`src/rtl/calc_pkg.sv`:
```
// Shared opcode encoding and helpers for the calculator command path.
// No logic of its own; constants and a pure function only.
// Not applicable: nothing here carries flow control.
package calc_pkg;

  localparam int DATA_W = 8;

  typedef logic [2:0] opcode_t;

  localparam opcode_t OP_LOAD = 3'b000;
  localparam opcode_t OP_ADD  = 3'b001;
  localparam opcode_t OP_SUB  = 3'b010;
  localparam opcode_t OP_READ = 3'b011;
  localparam opcode_t OP_NOP  = 3'b111;

  // LOAD/PASS and READ drive a value onto saida; everything else leaves it at 0.
  function automatic logic is_result_op(input opcode_t code);
    return (code == OP_LOAD) || (code == OP_READ);
  endfunction

endpackage

```
`src/rtl/calc_cmd_fifo.sv`:
```
// Synchronous command FIFO; head word visible combinationally from storage.
// Latency: a pushed word is at the head one cycle after the push edge.
// Backpressure: full/empty gate push/pop internally; clear flushes on the next edge.
module calc_cmd_fifo #(
  parameter int DEPTH = 8,
  parameter int WIDTH = 11
) (
  input  logic                     clk,
  input  logic                     rst_n,
  input  logic                     clear,
  input  logic                     push,
  input  logic [WIDTH-1:0]         push_data,
  input  logic                     pop,
  output logic [WIDTH-1:0]         pop_data,
  output logic                     full,
  output logic                     empty,
  output logic [$clog2(DEPTH):0]   level
);

  localparam int AW = $clog2(DEPTH);

  logic [WIDTH-1:0] mem [DEPTH];
  logic [AW:0]      wr_ptr;
  logic [AW:0]      rd_ptr;
  logic             do_push;
  logic             do_pop;

  // Extra wrap bit distinguishes full (same index, different lap) from empty.
  assign empty    = (wr_ptr == rd_ptr);
  assign full     = (wr_ptr[AW] != rd_ptr[AW]) && (wr_ptr[AW-1:0] == rd_ptr[AW-1:0]);
  assign level    = wr_ptr - rd_ptr;
  assign do_push  = push && !full;
  assign do_pop   = pop && !empty;
  assign pop_data = mem[rd_ptr[AW-1:0]];

  // Storage needs no reset; validity is tracked by the pointers alone.
  always_ff @(posedge clk) begin
    if (do_push) begin
      mem[wr_ptr[AW-1:0]] <= push_data;
    end
  end

  // Pointer advance; clear wins over any push/pop in the same cycle.
  always_ff @(posedge clk or negedge rst_n) begin
    if (!rst_n) begin
      wr_ptr <= '0;
      rd_ptr <= '0;
    end else if (clear) begin
      wr_ptr <= '0;
      rd_ptr <= '0;
    end else begin
      if (do_push) wr_ptr <= wr_ptr + 1'b1;
      if (do_pop)  rd_ptr <= rd_ptr + 1'b1;
    end
  end

endmodule

```
`src/rtl/calc_cmd_sequencer.sv`:
```
// Feeds buffered opcode/operand commands to the accumulator calculator and captures its results.
// Latency: push to issue 1 cycle; issue of a result op to res_valid 2 cycles.
// Backpressure: cmd_ready = !full; a result op stalls at the head while a capture is in flight or res is unconsumed.
module calc_cmd_sequencer
  import calc_pkg::*;
#(
  parameter int DEPTH  = 8,
  parameter int DATA_W = calc_pkg::DATA_W
) (
  input  logic                    clk,
  input  logic                    rst_n,
  input  logic                    clear,
  input  logic                    cmd_valid,
  output logic                    cmd_ready,
  input  logic [2:0]              cmd_code,
  input  logic [DATA_W-1:0]       cmd_data,
  output logic [2:0]              calc_codigo,
  output logic [DATA_W-1:0]       calc_entrada,
  input  logic [DATA_W-1:0]       calc_saida,
  output logic                    res_valid,
  input  logic                    res_ready,
  output logic [DATA_W-1:0]       res_data,
  output logic [$clog2(DEPTH):0]  fill_level
);

  localparam int CMD_W = 3 + DATA_W;

  logic              fifo_full;
  logic              fifo_empty;
  logic [CMD_W-1:0]  head;
  opcode_t           head_code;
  logic [DATA_W-1:0] head_data;
  logic              head_is_res;
  logic              push;
  logic              issue;
  logic              pend1;
  logic              pend2;

  assign head_code   = head[CMD_W-1:DATA_W];
  assign head_data   = head[DATA_W-1:0];
  assign head_is_res = is_result_op(head_code);

  // Ready depends only on stored state, never on cmd_valid; pushes during clear are dropped.
  assign cmd_ready = !fifo_full;
  assign push      = cmd_valid && !fifo_full && !clear;

  // A result op may only go when the capture pipe is idle and the result slot is
  // free by the time its value lands, so a capture never collides with a held result.
  assign issue = !fifo_empty && !clear &&
                 (!head_is_res || (!(pend1 || pend2) && (!res_valid || res_ready)));

  calc_cmd_fifo #(
    .DEPTH (DEPTH),
    .WIDTH (CMD_W)
  ) u_fifo (
    .clk       (clk),
    .rst_n     (rst_n),
    .clear     (clear),
    .push      (push),
    .push_data ({cmd_code, cmd_data}),
    .pop       (issue),
    .pop_data  (head),
    .full      (fifo_full),
    .empty     (fifo_empty),
    .level     (fill_level)
  );

  // Issue register: present the popped command for one cycle, otherwise NOP with zero operand.
  always_ff @(posedge clk or negedge rst_n) begin
    if (!rst_n) begin
      calc_codigo  <= OP_NOP;
      calc_entrada <= '0;
    end else if (issue) begin
      calc_codigo  <= head_code;
      calc_entrada <= head_data;
    end else begin
      calc_codigo  <= OP_NOP;
      calc_entrada <= '0;
    end
  end

  // Capture pipeline: pend1 while the calculator computes saida, pend2 while it is on saida.
  always_ff @(posedge clk or negedge rst_n) begin
    if (!rst_n) begin
      pend1 <= 1'b0;
      pend2 <= 1'b0;
    end else begin
      pend1 <= issue && head_is_res;
      pend2 <= pend1 && !clear;
    end
  end

  // Result register: load from saida when pend2 matures, hold until consumed.
  always_ff @(posedge clk or negedge rst_n) begin
    if (!rst_n) begin
      res_valid <= 1'b0;
      res_data  <= '0;
    end else if (clear) begin
      res_valid <= 1'b0;
      res_data  <= '0;
    end else if (pend2) begin
      res_valid <= 1'b1;
      res_data  <= calc_saida;
    end else if (res_valid && res_ready) begin
      res_valid <= 1'b0;
    end
  end

endmodule

```
`config.mk`:
```
export PLATFORM = sky130hd
export DESIGN_NAME = calc_cmd_sequencer
export DESIGN_NICKNAME = d
export VERILOG_FILES = /design/src/rtl/calc_pkg.sv /design/src/rtl/calc_cmd_fifo.sv /design/src/rtl/calc_cmd_sequencer.sv
export SDC_FILE = /design/constraint.sdc
export NUM_CORES = 1
export LEC_CHECK = 0
export CORE_ASPECT_RATIO = 0.5
export CORE_MARGIN = 3
export CORE_UTILIZATION = 56
export CTS_BUF_LIST = sky130_fd_sc_hd__clkbuf_16
export DETAILED_ROUTE_END_ITERATION = 8
export GPL_ROUTABILITY_DRIVEN = 0
export GPL_TIMING_DRIVEN = 0
export HOLD_SLACK_MARGIN = 0.08
export PLACE_DENSITY = 0.79
export SETUP_SLACK_MARGIN = 0.3
export SYNTH_ARGS = -nofsm -noshare
export SYNTH_HDL_FRONTEND = slang
export SYNTH_SLANG_ARGS = --single-unit
```
`constraint.sdc`:
```
create_clock -name clk -period 3.9 [get_ports clk]
set_input_delay 0.39 -clock clk [delete_from_list [all_inputs] [get_ports clk]]
set_output_delay 0.39 -clock clk [all_outputs]
set_load 0.02 [all_outputs]
```
==> impl_metrics.toml <==
[status]
run_status = "finished clean"

[synth]
synthesis.yosys.warnings = 0
postSynth.topFlopCell = "sky130_fd_sc_hd__edfxtp_1"
synth_seq_area_share_pct = 72.3
syn_inst = 270
share_of_synthesized_registers_carrying_an_async_set_or_reset_pct = 25.4
syn-cell-area_um2 = 4700
synth_nets = 300
synth_area_per_cell_um2 = 17.4
synth_edf_count = 88
ys_top_cells_by_area = "sky130_fd_sc_hd__edfxtp_1, sky130_fd_sc_hd__dfrtp_1, sky130_fd_sc_hd__mux4_2"
synth_cell_type_count = 39
synth_seq_cells = 118
netlist.top_cell.by_area = "sky130_fd_sc_hd__edfxtp_1"
synthDominantCellAreaShare_pct = 56.3

[critical_path]
rr_worst_depth = 8
setup.worst_path.start_class = "flop"
rrSetupSlack_ns = 0.52
crit_fanout = 10
cp-startpoint = "u_fifo.rd_ptr[2]$_DFFE_PN0P_"
end_kind = "primary output"
crit_path_top_delay_cell = "sky130_fd_sc_hd__clkdlybuf4s50_1"
worst-endpoint-arrival_ns = 3.00
ordered_list_of_cells_on_the_worst_path = "inv_1, clkbuf_1, ha_1, and3_1, nand2b_1, clkdlybuf4s50_1"
wp_buf_inv = 3
worst_r2r_startpoint = "u_fifo.rd_ptr[2]$_DFFE_PN0P_"
critPathRequiredTime_ns = 3.51
crit_path_max_incr_delay_ns = 0.63
critical_path_class = "flop to primary output"
regToRegEndpoint = "u_fifo.wr_ptr[3]$_DFFE_PN0P_"
crit_family = "buffers and inverters"

[power]
total_leakage_power_nw = 2.11
power.share.combinational_pct = 25.6
total_switching_power_w = 0.00110
p_per_area_nw_per_um2 = 667
irDropWorstVdd_mv = 0.510
p_int_w = 0.00283
power.sequential.fraction_pct = 37.9
portion_of_total_power_attributed_to_the_clock_network_pct = 36.6
swShare_pct = 27.9

[hold_path]
worst_hold_path_type = "input pin to async pin"

[clock_network]
cts_num_sinks = 118
cts_tree = "yes"
worst_setup_hold_path_clk_slew_ns = 0.06
ctsLongestPathBuffers = 2
root_buffer_cell = "sky130_fd_sc_hd__clkbuf_16"
cts_h_tree_lvls = 4
cts-buffers-inserted = 17
clock_insertion_delay_worst_skew_ns = 0.41
post_cts.repair.setup_buffers = 0

[sta]
final.setup_skew_ns = 0.0147
report.final.setup_viol = 0
slew_violations = 0
number_of_hold_violations_in_the_final_report = 0
slew_of_the_pin_with_the_lowest_slew_margin_ns = 1.31
timing.setup.tns_ns = 0
period_utilization_post_route_pct = 86.9
hold_slack_ns = 0.0385
final.min_clock_period_ns = 3.39
max_clock_freq_mhz = 295
rsz0062_at_grt = "false"
worst_slew_margin_rel_pct = 12.5

[finish]
finish.net_count = 368
share_of_cells_above_drive_strength_1_pct = 18.2
layout.cells.most_common = "sky130_fd_sc_hd__edfxtp_1"
final_core_utilization_pct = 76.1
layout_common_cells = "sky130_fd_sc_hd__edfxtp_1, sky130_fd_sc_hd__clkdlybuf4s50_1, sky130_fd_sc_hd__dfrtp_1"
synthToLayoutAreaGrowth_pct = 25.3
antennaDiodeCount = 0

[route]
routedWlPerCell_um = 21.8
detail_route.iter0.violations = 256
first_pass_iteration_count_of_the_detailed_router = 4
via_density_per_instance = 5.74
route.vias.total = 2633
detail-route-antenna-nets = 0
wirelength_um = 10000
drcViolationCount = 0

[global_route]
grt_start_max_net_pins = 31
antenna_violations_before_repair = 0
gr-usage-all-layers_pct = 22.7
grt_first_pass_wirelength_um = 15600
grt.overflow.total = 0
vias_in_the_first_global_route = 2764

[die]
start_util_pct = 60.7
die_w_um = 136
io-pin-count = 49
die_y_um = 70.8
die_footprint_um2 = 9590
placeableCoreArea_um2 = 7730
num_rows = 22

[placed_design]
place.port_buffers = 47
detailedPlacementHpwl_um = 6080

[run]
max_cap_viol_count = 0
==> metal layers <==
layer,part of all wire (%),track usage [%]
met5,0,0
met3,7.0,7.32
met4,2.8,9.27
met2,50,36.6
met1,40,29.2
==> worst reg2reg max path, stage by stage (launching register included) <==
cell and delay, ns:
sky130_fd_sc_hd__dfrtp_1 0.40, sky130_fd_sc_hd__inv_1 0.25, sky130_fd_sc_hd__clkbuf_1 0.56, sky130_fd_sc_hd__ha_1 0.40
sky130_fd_sc_hd__nand3_1 0.10, sky130_fd_sc_hd__o2111ai_1 0.21, sky130_fd_sc_hd__nor2_1 1.06, sky130_fd_sc_hd__xnor2_1 0.21
sky130_fd_sc_hd__nor2_1 0.06
==> cells in the mapped netlist, types with 2 or more instances <==
cell and number:
sky130_fd_sc_hd__nor2_1 19, sky130_fd_sc_hd__dfstp_2 3, sky130_fd_sc_hd__buf_2 2, sky130_fd_sc_hd__clkbuf_1 5
sky130_fd_sc_hd__edfxtp_1 88, sky130_fd_sc_hd__inv_1 8, sky130_fd_sc_hd__dfrtp_1 27, sky130_fd_sc_hd__nand2_1 23
sky130_fd_sc_hd__nor2b_1 2, sky130_fd_sc_hd__xnor2_1 5, sky130_fd_sc_hd__nor3_1 3, sky130_fd_sc_hd__mux2i_1 13
sky130_fd_sc_hd__ha_1 5, sky130_fd_sc_hd__nand2b_1 5, sky130_fd_sc_hd__a21oi_1 11, sky130_fd_sc_hd__buf_1 2
sky130_fd_sc_hd__mux4_2 21, sky130_fd_sc_hd__nand3_1 7
==> cell families after synthesis <==
kind of cell,after synthesis,synth area share (%)
flip-flops,118,72.3
buffers and inverters,19,1.81
multiplexers,37,13.9
AND/OR/NAND/NOR,63,6.00
AO/OA/AOI/OAI,20,2.77
XOR/XNOR,7,1.47
adder cells (fa/ha/maj),6,1.76
==> cell type report <==
class | instances | area (µm²)
timing repair buffer | 49 | 488
tap | 108 | 135
inverter | 8 | 30.0
buffer | 11 | 55.1
multi-input combinational | 133 | 1230
clock inverter | 15 | 124
clock buffer | 17 | 425
sequential | 118 | 3400
fill | 435 | 1850
==> power by group through the flow <==
stage          Sequential [W]  Clock (W)  Combinational [W]
3_5_place_dp          0.00151          0           0.000999
4_1_cts               0.00149    0.00144            0.00102
6_report              0.00149    0.00144            0.00101
2_1_floorplan         0.00156          0           0.000602
5_1_grt               0.00149    0.00150            0.00108
3_3_place_gp          0.00150          0           0.000971
==> flip-flops by register name, indices dropped and copies added (netlist names) <==
register,flops
u_fifo.mem,88
u_fifo.rd_ptr,4
pend2,1
res_valid,1
calc_codigo,3
pend1,1
calc_entrada,8
res_data,8
u_fifo.wr_ptr,4
==> per-stage QoR <==
| step | worst slack (ns) | instances | instance area, µm² | total power, W |
|---|---|---|---|---|
| after detailed placement | 0.313 | 427 | 5330 | 0.00251 |
| after CTS | 0.287 | 459 | 5890 | 0.00395 |
| after global placement | -0.197 | 425 | 5300 | 0.00247 |
| after global routing | 0.340 | 459 | 5890 | 0.00408 |
| after floorplan | 0.874 | 270 | 4700 | 0.00216 |
| final | 0.512 | 459 | 5890 | 0.00393 |
==> how the worst max path moves through the flow <==
| stage | depth (start not counted) | slack [ns] | to |
|---|---|---|---|
| after floorplan | 7 | 0.87 | u_fifo.mem[0][0]$_DFFE_PP_ |
| after global placement | 7 | -0.20 | u_fifo.mem[0][5]$_DFFE_PP_ |
| after detailed placement | 7 | 0.31 | u_fifo.mem[2][5]$_DFFE_PP_ |
| after CTS | 7 | 0.29 | u_fifo.mem[6][9]$_DFFE_PP_ |
| after global routing | 8 | 0.34 | u_fifo.wr_ptr[3]$_DFFE_PN0P_ |
| final | 6 | 0.51 | cmd_ready |
==> timing repair <==
action                                  in CTS  in global routing
gates resized for setup                      1                  2
endpoints found under the setup margin      11                 22
endpoints found under the hold margin        0                  0
hold buffers                                 0                  0
(Power assumes the default switching activity.)
